File: config.mk
export PLATFORM = sky130hd
export DESIGN_NAME = rst_req_ctrl
export DESIGN_NICKNAME = d
export VERILOG_FILES = /design/src/rtl/rst_req_ctrl.sv
export SDC_FILE = /design/constraint.sdc
export NUM_CORES = 1
export LEC_CHECK = 0
export BUFFER_PORTS_ARGS = -buffer_cell sky130_fd_sc_hd__buf_4
export CAP_MARGIN = 20
export CORE_UTILIZATION = 33
export CTS_CLUSTER_SIZE = 30
export DETAILED_ROUTE_END_ITERATION = 8
export GPL_ROUTABILITY_DRIVEN = 0
export PLACE_DENSITY = 0.48
export SETUP_SLACK_MARGIN = 0.15
export SLEW_MARGIN = 0
export SYNTH_ARGS = -nofsm -noshare
export SYNTH_HDL_FRONTEND = slang
export SYNTH_SLANG_ARGS = --single-unit
export TNS_END_PERCENT = 30
File: constraint.sdc
create_clock -name clk -period 1.9 [get_ports clk]
set_clock_uncertainty 0.2 [all_clocks]
set_input_delay 0.38 -clock clk [delete_from_list [all_inputs] [get_ports clk]]
set_output_delay 0.38 -clock clk [all_outputs]
set_load 0.01 [all_outputs]
File: src/rtl/rst_req_ctrl.sv
// Reset-request initiator: stretches a synchronous request into an active-low reset
// for a target domain, then handshakes on that domain's synchronized reset.
module rst_req_ctrl #(
    parameter int HOLD_CYCLES    = 16,
    parameter int SYNC_LEN       = 2,
    parameter int TIMEOUT_CYCLES = 1024
) (
    input  logic clk,
    input  logic arstn,
    input  logic req_i,
    input  logic ack_srst_i,
    output logic rst_n_o,
    output logic busy_o,
    output logic done_o,
    output logic timeout_o
);

    localparam int CNT_MAX = (HOLD_CYCLES > TIMEOUT_CYCLES) ? HOLD_CYCLES : TIMEOUT_CYCLES;
    localparam int CW      = $clog2(CNT_MAX);

    localparam logic [CW-1:0] HOLD_LAST = CW'(HOLD_CYCLES - 1);
    localparam logic [CW-1:0] TO_LAST   = CW'(TIMEOUT_CYCLES - 1);
    localparam logic [CW-1:0] CNT_SAT   = '1;

    localparam logic [2:0] S_IDLE    = 3'd0;
    localparam logic [2:0] S_HOLD    = 3'd1;
    localparam logic [2:0] S_WAIT_HI = 3'd2;
    localparam logic [2:0] S_WAIT_LO = 3'd3;
    localparam logic [2:0] S_DONE    = 3'd4;

    logic [SYNC_LEN-1:0] sync_q;
    logic                ack_s;
    logic [2:0]          state_q, state_d;
    logic [CW-1:0]       cnt_q, cnt_d, cnt_inc;
    logic                timeout_q, timeout_d;
    logic                rst_n_q, rst_n_d;
    logic                busy_q, busy_d;
    logic                done_q, done_d;

    always_ff @(posedge clk or negedge arstn) begin
        if (!arstn) sync_q <= '0;
        else        sync_q <= {sync_q[SYNC_LEN-2:0], ack_srst_i};
    end

    assign ack_s = sync_q[SYNC_LEN-1];

    // Counter saturates rather than wrapping, so a stuck count can never re-arm a compare.
    assign cnt_inc = (cnt_q == CNT_SAT) ? cnt_q : cnt_q + CW'(1);

    always_comb begin
        state_d   = state_q;
        cnt_d     = cnt_inc;
        timeout_d = timeout_q;
        case (state_q)
            S_IDLE: begin
                cnt_d = '0;
                if (req_i) begin
                    state_d   = S_HOLD;
                    timeout_d = 1'b0;
                end
            end
            S_HOLD: begin
                if (cnt_q == HOLD_LAST) begin
                    state_d = S_WAIT_HI;
                    cnt_d   = '0;
                end
            end
            S_WAIT_HI: begin
                if (ack_s) begin
                    state_d = S_WAIT_LO;
                    cnt_d   = '0;
                end else if (cnt_q == TO_LAST) begin
                    state_d   = S_DONE;
                    timeout_d = 1'b1;
                end
            end
            S_WAIT_LO: begin
                if (!ack_s) begin
                    state_d = S_DONE;
                end else if (cnt_q == TO_LAST) begin
                    state_d   = S_DONE;
                    timeout_d = 1'b1;
                end
            end
            S_DONE: begin
                state_d = S_IDLE;
                cnt_d   = '0;
            end
            default: begin
                state_d = S_IDLE;
                cnt_d   = '0;
            end
        endcase
    end

    // Outputs are registered from the next state so they switch on the same edge as the state.
    assign rst_n_d = (state_d == S_IDLE) || (state_d == S_WAIT_LO) || (state_d == S_DONE);
    assign busy_d  = (state_d != S_IDLE);
    assign done_d  = (state_d == S_DONE);

    always_ff @(posedge clk or negedge arstn) begin
        if (!arstn) begin
            state_q   <= S_HOLD;
            cnt_q     <= '0;
            timeout_q <= 1'b0;
            rst_n_q   <= 1'b0;
            busy_q    <= 1'b1;
            done_q    <= 1'b0;
        end else begin
            state_q   <= state_d;
            cnt_q     <= cnt_d;
            timeout_q <= timeout_d;
            rst_n_q   <= rst_n_d;
            busy_q    <= busy_d;
            done_q    <= done_d;
        end
    end

    assign rst_n_o   = rst_n_q;
    assign busy_o    = busy_q;
    assign done_o    = done_q;
    assign timeout_o = timeout_q;

endmodule

Word level (Yosys, flattened, before mapping)
Index checks and enable logic that the tools add are counted.
- register bits after elaboration: 19
- logic and storage cells: 40
- output and inout bits: 4
- $add $sub $neg: 1
- eq/ne operators: 10
- muxes and demuxes: 15
- reductions and logical operators: 7
- operators by type and width (cell ; number):
    $mux 10 ; 3
    $pmux 10 s3 ; 1
    $mux 3 ; 5
    $pmux 3 s4 ; 1
    $add 10x1->10 const B ; 1
    $eq 10x10->1 const B ; 1
    $eq 10x4->1 const B ; 1
    $eq 3x2->1 const B ; 3
    $logic_not 3->1 ; 2
    $ne 2x2->1 const B ; 3
    $reduce_bool 3->1 ; 2
    $mux 1 ; 4
    $reduce_and 4->1 ; 1
    $eq 3x1->1 const B ; 1
    $eq 3x3->1 const B ; 1
    $pmux 1 s3 ; 1
    $logic_or 1x1->1 ; 2

Logic depth before layout (Yosys ltp)
Gate-level depths: netlist of run 1.
- depth in word-level cells: 7
- mapped depth: 6

Worst setup path before layout of run 1
No wires, ideal clock.
- kind: register -> register
- start: reg cnt_q[0]
- end: reg state_q[1]
- required time: 1572 ps
- path slack: 40 ps
- stages on the path, launching flop included: 7
- buffers on the path: 1
- data arrival time: 1532 ps
- path through: dfrtp_1 ha_1 nand3_1 or3_1 clkbuf_1 o211ai_1 a31oi_1
- longest elaborated chain between the ends: 4
- elaborated cells between the ends (all ways): 7
- classes of those cells: eq/ne (2); mux (5)
- RTL lines (item ; RTL line ; RTL):
    start, declared ; 34 ; logic [CW-1:0] cnt_q, cnt_d, cnt_inc;
    start signal, assigned ; 111 ; cnt_q <= cnt_d;
    $eq 10x10->1 ; 72, 80 ;
    $mux 3 ; 72, 80 ;
    $mux 3, on equally long branches ; 78, 69 ;
    $pmux 3 s4 * ; 54 ; case (state_q)
    via state_d[1] ; 33 ; logic [2:0] state_q, state_d;
    end signal, assigned ; 110 ; state_q <= state_d;
    end, declared ; 33 ;
Mark *: on every way through the listed nets, which the timed path passes. The rest lies on a longest branch.
A chain may end at the register's enable or synchronous reset.

Worst setup path in the final report of run 1
- start: reg cnt_q[7]
- end: reg cnt_q[8]
- longest elaborated chain between the ends: 4
- elaborated cells between the ends (all ways): 7
- classes of those cells: add/sub (1); eq/ne (2); mux (4)
- RTL lines (item ; RTL line ; RTL):
    $add 10x1->10 or $eq 10x10->1 (tied branches) ; 48 ; assign cnt_inc = (cnt_q == CNT_SAT) ? cnt_q : cnt_q + CW'(1);
    $mux 10 ; 48 ;
    $mux 10, on equally long branches ; 69, 63 ;
    $pmux 10 s3 * ; 54 ;
    via cnt_d[8] ; 34 ;
Marked as above.

==> insert_results.sql, run 1 <==
INSERT INTO impl_metrics (metric_group, metric, value, unit) VALUES
('status', 'run_status', 'complete, no violations', ''),
('detailed_routing', 'route.detailed.wl_per_inst', '12.7', 'µm'),
('synthesis', 'synth.net_count', '99', ''),
('synthesis', 'ys.warnings.count', '0', ''),
('sta', 'timing.final.crit_period', '1.81', 'ns'),
('synthesis', 'synthMostInstantiatedCell', 'sky130_fd_sc_hd__dfrtp_1', ''),
('sta', 'worst_slew_margin_rel', '84.1', '%'),
('synthesis', 'synth_top_family_by_area', 'simple AND/OR/NAND/NOR gates', ''),
('synthesis', 'postSynthRegisterBits', '19', ''),
('finish', 'finalNetCount', '122', ''),
('hold_path', 'min_path_type', 'in2reg', ''),
('power_and_ir_drop', 'p_leak', '0.562', 'nW'),
('clocking', 'cts_tree', 'done', ''),
('sta', 'fin_tns_setup', '0', 'ns'),
('grt', 'groute.usage.overall', '15.2', '%'),
('detailed_routing', 'ant_nets', '0', ''),
('die', 'core', '0.00252', 'mm²'),
('detailed_routing', 'dr.first_iter.drc_count', '17', ''),
('synthesis', 'synth.lib_cells_used.distinct', '29', ''),
('synthesis', 'synth_compound_gate_area_share', '12.6', '%'),
('power_and_ir_drop', 'ir_worst_vdd', '0.000842', 'V'),
('clocking', 'worst_skew_pair.late_latency', '0.30', 'ns'),
('synthesis', 'synth_top_cells_by_count', 'sky130_fd_sc_hd__dfrtp_1 (17), sky130_fd_sc_hd__nor2_1 (13), sky130_fd_sc_hd__nand2_1 (7), sky130_fd_sc_hd__nor3_1 (7)', ''),
('finish', 'insertedDiodeCount', '0', ''),
('finish', 'drive_gt1_share', '30.2', '%'),
('detailed_routing', 'remaining_drc_errors', '0', ''),
('flow_run', 'max_cap_viol_count', '0', ''),
('finish', 'synthToLayoutAreaGrowth', '30.7', '%'),
('grt', 'grt_first_pass_wirelength', '3100', 'µm'),
('clocking', 'htreeDepth', '1', ''),
('clocking', 'clkTransAtPathRegs', '0.11', 'ns'),
('worst_setup_path', 'crit_type', 'reg2reg', ''),
('worst_setup_path', 'highest_fanout_seen_on_the_critical_path', '5', ''),
('sta', 'finalSetupViolations', '0', ''),
('die', 'floorplan.die_area', '0.00295', 'mm²'),
('grt', 'grt_max_degree', '20', ''),
('grt', 'vias_in_the_first_global_route', '692', ''),
('synthesis', 'synthFlopType', 'sky130_fd_sc_hd__dfrtp_1', ''),
('clocking', 'root_buffer', 'sky130_fd_sc_hd__clkbuf_4', ''),
('sta', 'rsz_0062_raised_after_global_routing', 'yes', ''),
('power_and_ir_drop', 'power_density', '1080', 'mW/mm²'),
('sta', 'clock.fmax', '552', 'MHz'),
('die', 'start_util', '35.8', '%'),
('detailed_routing', 'drt_pass1_iterations', '5', ''),
('detailed_routing', 'route.final.wire_length', '1860', 'µm'),
('clocking', 'post_cts_buffers', '0', ''),
('synthesis', 'synth-simple-area-share', '24.4', '%'),
('synthesis', 'netlist.area_leader.share', '47.1', '%'),
('grt', 'grt_overflow_total', '0', ''),
('sta', 'slew_viol_final', '0', ''),
('synthesis', 'synth-edff-count', '0', ''),
('power_and_ir_drop', 'swShare', '34.6', '%'),
('synthesis', 'cell_area_after_technology_mapping', '903', 'µm²'),
('synthesis', 'syn_area_per_cell', '9.61', 'µm²'),
('grt', 'grt_antenna_before_repair', '0', ''),
('synthesis', 'synth_cells', '94', ''),
('clocking', 'clk_path_buf_depth', '2', ''),
('synthesis', 'seq_area_frac_synth', '52.9', '%'),
('clocking', 'number_of_clock_buffers_inserted_by_tritoncts', '3', ''),
('power_and_ir_drop', 'power_report.internal_total', '0.833', 'mW'),
('synthesis', 'multiplexer_area_fraction_after_synthesis', '2.22', '%'),
('synthesis', 'synthDominantAreaCellType', 'sky130_fd_sc_hd__dfrtp_1', ''),
('synthesis', 'synthTopCellsByArea', 'sky130_fd_sc_hd__dfrtp_1 (47%), sky130_fd_sc_hd__dfstp_2 (5.8%), sky130_fd_sc_hd__nor2_1 (5.4%), sky130_fd_sc_hd__nor3_1 (3.9%), sky130_fd_sc_hd__and3_1 (3.5%)', ''),
('sta', 'hold_viol', '0', ''),
('worst_setup_path', 'worst_setup_path_end_kind', 'register', ''),
('power_and_ir_drop', 'switching_power_summed_over_all_nets', '0.442', 'mW'),
('sta', 'worst_slew_pin_slew', '0.237', 'ns'),
('die', 'io_pins', '8', ''),
('die', 'fp.dieH', '54.3', 'µm'),
('worst_setup_path', 'startpoint_type', 'register', ''),
('worst_setup_path', 'worstPathArrival', '1.80', 'ns');
[final cells by class]
class | count | area, µm²
inverter | 4 | 15.0
multi-input combinational | 67 | 445
tap | 30 | 37.5
fill | 245 | 1340
clock inverter | 1 | 5.00
sequential | 19 | 478
clock buffer | 3 | 22.5
timing repair buffer | 22 | 178
[through the flow]
| stage | hold WS (ns) | worst slack, ns | area (µm²) | cells |
|---|---|---|---|---|
| global placement | 0.0671 | 0.0693 | 1100 | 140 |
| floorplan | -0.116 | 0.120 | 936 | 94 |
| global route | 0.0658 | 0.0279 | 1180 | 146 |
| CTS | 0.0675 | 0.0570 | 1160 | 146 |
| finish | 0.0816 | 0.0878 | 1180 | 146 |
| detailed placement | 0.0686 | 0.0594 | 1100 | 140 |
[power groups by stage]
| stage | combinational [mW] | sequential [mW] | clock, mW |
|---|---|---|---|
| after floorplan | 0.273 | 0.607 | 0 |
| after global placement | 0.422 | 0.612 | 0 |
| after detailed placement | 0.432 | 0.612 | 0 |
| after CTS | 0.442 | 0.606 | 0.216 |
| after global routing | 0.528 | 0.623 | 0.230 |
| final | 0.463 | 0.608 | 0.204 |
[final timing paths]
kind,startpoint,to,slack [ns],depth (start not counted)
max,cnt_q[7],cnt_q[8],0.09,5
min,req_i,timeout_o,0.08,2
max reg2reg,cnt_q[7],cnt_q[8],0.09,5
min reg2reg,sync_q[0],sync_q[1],0.17,0
max in group asynchronous,arstn,state_q[0],0.97,2
min in group asynchronous,arstn,cnt_q[6],0.27,2
[repair_timing]
action	in CTS	in global routing
pin swaps	2	4
gates resized for setup	2	5
endpoints found under the setup margin	14	14
hold buffers	2	0
hold endpoints to repair	20	0
[routing by layer]
layer	part of all wire, %	vias to the layer above	track usage (%)
li1	-	379	-
met1	49	350	19.8
met2	47	9	24.2
met3	3.0	2	5.00
met4	0.70	0	3.85
met5	0	-	0
[cells by family (layout without fill, tap and decap cells)]
logic type      count (synthesis)  in the layout
buf+inv                         8             30
mux                             2              2
flops                          19             19
fa+ha+maj                       2              2
simple gates                   44             44
xor+xnor                        2              2
compound gates                 17             17
[worst max-delay path, stage by stage, from the launching register on]
cell and delay, ns:
sky130_fd_sc_hd__dfrtp_1 0.40, sky130_fd_sc_hd__or4_4 0.56, sky130_fd_sc_hd__o31ai_4 0.19, sky130_fd_sc_hd__a21o_1 0.19, sky130_fd_sc_hd__buf_6 0.12, sky130_fd_sc_hd__a311oi_1 0.04
[placed cells by master (no fill, tap or decap), types with 2 or more instances in the layout]
| master | n |
|---|---|
| sky130_fd_sc_hd__a21oi_1 | 3 |
| sky130_fd_sc_hd__a31oi_1 | 3 |
| sky130_fd_sc_hd__and3_1 | 5 |
| sky130_fd_sc_hd__buf_4 | 18 |
| sky130_fd_sc_hd__buf_6 | 2 |
| sky130_fd_sc_hd__clkbuf_4 | 3 |
| sky130_fd_sc_hd__dfrtp_1 | 17 |
| sky130_fd_sc_hd__dfstp_2 | 2 |
| sky130_fd_sc_hd__dlygate4sd3_1 | 2 |
| sky130_fd_sc_hd__inv_1 | 4 |
| sky130_fd_sc_hd__mux2i_1 | 2 |
| sky130_fd_sc_hd__nand2_1 | 7 |
| sky130_fd_sc_hd__nand3_1 | 3 |
| sky130_fd_sc_hd__nor2_1 | 12 |
| sky130_fd_sc_hd__nor3_1 | 7 |
| sky130_fd_sc_hd__o211ai_1 | 2 |
| sky130_fd_sc_hd__o21ai_0 | 3 |
| sky130_fd_sc_hd__or4_4 | 2 |
| sky130_fd_sc_hd__xnor2_1 | 2 |
[flip-flops by register name, indices dropped and copies added (netlist names)]
register	flops
sync_q	2
busy_o	1
cnt_q	10
state_q	3
done_o	1
timeout_o	1
rst_n_o	1
Note: power is estimated with default switching activity, not from simulation.
==> run 2, diff against run 1 <==
CELL_PAD_IN_SITES_DETAIL_PLACEMENT = 0   (was not set)
CELL_PAD_IN_SITES_GLOBAL_PLACEMENT = 1   (was not set)
PLACE_DENSITY = 0.59   (was 0.48)
==> insert_results.sql, run 2 (same netlist as run 1, synthesis figures left out) <==
INSERT INTO impl_metrics (metric_group, metric, value, unit) VALUES
('detailed_routing', 'ant_nets', '0', ''),
('sta', 'clock.fmax', '556', 'MHz'),
('clocking', 'number_of_clock_buffers_inserted_by_tritoncts', '3', ''),
('worst_setup_path', 'startpoint_type', 'register', ''),
('finish', 'regMostFlops', 'cnt_q', ''),
('power_and_ir_drop', 'p_leak', '0.573', 'nW'),
('sta', 'fin_ws', '0.102', 'ns'),
('power_and_ir_drop', 'ir_worst_vdd', '0.000662', 'V'),
('clocking', 'worst_skew_pair.late_latency', '0.29', 'ns'),
('status', 'run_status', 'complete, no violations', ''),
('detailed_routing', 'dr.first_iter.drc_count', '11', ''),
('grt', 'groute.usage.overall', '15.8', '%'),
('worst_setup_path', 'cp_cell_sequence', 'or4_4, o31ai_2, a21o_1, buf_6, nor3_1', ''),
('worst_setup_path', 'worstPathArrival', '1.78', 'ns'),
('grt', 'grt_first_pass_wirelength', '3240', 'µm'),
('finish', 'nFillCells', '249', ''),
('worst_setup_path', 'crit_type', 'reg2reg', ''),
('finish', 'largest_register_ff_count', '10', ''),
('grt', 'vias_in_the_first_global_route', '710', ''),
('sta', 'rsz_0062_raised_after_global_routing', 'yes', ''),
('die', 'floorplan.die_area', '0.00295', 'mm²'),
('die', 'fp.dieH', '54.3', 'µm'),
('sta', 'fin_tns_setup', '0', 'ns'),
('flow_run', 'max_cap_viol_count', '0', ''),
('placement', 'pre_cts_slack', '0.0298', 'ns'),
('finish', 'largestRegisters', 'cnt_q (10), state_q (3), sync_q (2)', ''),
('placement', 'post_dp_area', '0.00111', 'mm²'),
('finish', 'fin_area', '0.00120', 'mm²'),
('detailed_routing', 'route.detailed.wl_per_inst', '13.1', 'µm'),
('clocking', 'root_buffer', 'sky130_fd_sc_hd__clkbuf_4', ''),
('worst_setup_path', 'critical_path_required', '1.89', 'ns'),
('sta', 'timing.final.crit_period', '1.80', 'ns'),
('finish', 'finalNetCount', '125', ''),
('sta', 'slew_viol_final', '0', ''),
('worst_setup_path', 'timing.critical_path.buf_inv', '1', ''),
('detailed_routing', 'remaining_drc_errors', '0', ''),
('finish', 'insertedDiodeCount', '0', ''),
('clocking', 'clk_path_buf_depth', '2', ''),
('die', 'core', '0.00252', 'mm²'),
('detailed_routing', 'ratio_of_routed_vias_to_standard_cells', '5.13', ''),
('die', 'io_pins', '8', ''),
('finish', 'synthToLayoutAreaGrowth', '32.5', '%'),
('sta', 'finalSetupViolations', '0', ''),
('sta', 'hold_viol', '0', ''),
('worst_setup_path', 'highest_fanout_seen_on_the_critical_path', '6', ''),
('die', 'start_util', '35.8', '%'),
('grt', 'grt_overflow_total', '0', ''),
('detailed_routing', 'drt_pass1_iterations', '4', ''),
('detailed_routing', 'route.vias.total', '764', ''),
('clocking', 'cts_tree', 'done', ''),
('grt', 'grt_antenna_before_repair', '0', ''),
('die', 'number_of_cell_rows', '18', ''),
('finish', 'drive_gt1_share', '31.1', '%'),
('finish', 'mostFrequentLayoutCells', 'sky130_fd_sc_hd__buf_4 (21), sky130_fd_sc_hd__dfrtp_1 (17), sky130_fd_sc_hd__nor2_1 (13), sky130_fd_sc_hd__nor3_1 (7), sky130_fd_sc_hd__nand2_1 (7)', ''),
('hold_path', 'min_path_type', 'in2reg', ''),
('finish', 'mostFrequentLayoutCell', 'sky130_fd_sc_hd__buf_4', ''),
('detailed_routing', 'route.final.wire_length', '1950', 'µm'),
('power_and_ir_drop', 'power_density', '1070', 'mW/mm²'),
('sta', 'finalCritPeriodShare', '94.6', '%'),
('sta', 'worst_slew_pin_slew', '0.252', 'ns'),
('sta', 'worst_slew_margin_rel', '83.2', '%'),
('grt', 'grt_max_degree', '20', ''),
('clocking', 'clkSinkCount', '19', ''),
('die', 'die_w', '54.3', 'µm'),
('worst_setup_path', 'critPathMaxStageDelay', '0.54', 'ns'),
('worst_setup_path', 'worst_setup_path_end_kind', 'register', ''),
('worst_setup_path', 'crit_family', 'simple AND/OR/NAND/NOR gates', ''),
('worst_setup_path', 'crit_path_top_delay_cell', 'sky130_fd_sc_hd__or4_4', ''),
('clocking', 'htreeDepth', '1', ''),
('placement', 'place.port_buffers', '7', ''),
('clocking', 'clkTransAtPathRegs', '0.10', 'ns'),
('placement', 'hpwl', '1410', 'µm');
==> run 2: cell type report <==
cell class / count / area (µm²) / area share (%)
clock buffer: 4 / 26.3 / 2.19
sequential: 19 / 478 / 39.9
multi-input combinational: 67 / 440 / 36.8
tap: 30 / 37.5 / 3.13
inverter: 4 / 15.0 / 1.25
timing repair buffer: 25 / 200 / 16.7
==> run 2: routing by layer <==
metal	wire (µm)	GRT usage, %	vias up	part of all wire (%)
met5	0	0	-	0
met4	20	3.85	0	1.0
met3	47	5.00	2	2.4
met2	908	25.0	7	47
met1	976	20.8	368	50
li1	-	-	387	-
==> run 2: path summary, 6_finish.rpt <==
kind,cells past startpoint,endpoint,slack [ns],start
hold / removal,2,timeout_o,0.1,req_i
max in group asynchronous,2,state_q[0],0.95,arstn
setup / recovery,5,cnt_q[5],0.10,cnt_q[9]
min in group asynchronous,2,state_q[1],0.29,arstn
setup reg to reg,5,cnt_q[5],0.10,cnt_q[9]
hold reg to reg,0,sync_q[1],0.15,sync_q[0]
==> run 2: through the flow <==
step           util [%]  std cells  hold WS (ns)  power [mW]
3_3_place_gp       43.9        141        0.0675        1.05
5_1_grt            47.5        149        0.0829        1.38
2_1_floorplan         -         94        -0.116       0.881
6_report           47.5        149        0.0996        1.28
4_1_cts            46.4        147        0.0784        1.29
3_5_place_dp       43.9        141        0.0742        1.06
==> run 2: worst register-to-register path: stages (launching register included) <==
cell	delay, ns
sky130_fd_sc_hd__dfrtp_1	0.39
sky130_fd_sc_hd__or4_4	0.54
sky130_fd_sc_hd__o31ai_2	0.18
sky130_fd_sc_hd__a21o_1	0.19
sky130_fd_sc_hd__buf_6	0.14
sky130_fd_sc_hd__nor3_1	0.06
==> run 2: what timing repair did <==
action | in CTS | in global routing
pin swaps | 3 | 3
buffers inserted | 0 | 2
endpoints found under the hold margin | 18 | 0
hold buffers | 2 | 0
endpoints found under the setup margin | 14 | 14
gates resized for setup | 4 | 2
==> run 2: power breakdown <==
group	internal, mW	leakage [nW]	switching (mW)	total, mW
logic	0.259	0.313	0.231	0.491
registers	0.507	0.245	0.0890	0.596
clock network	0.0816	0.0150	0.114	0.195
total	0.848	0.573	0.434	1.28
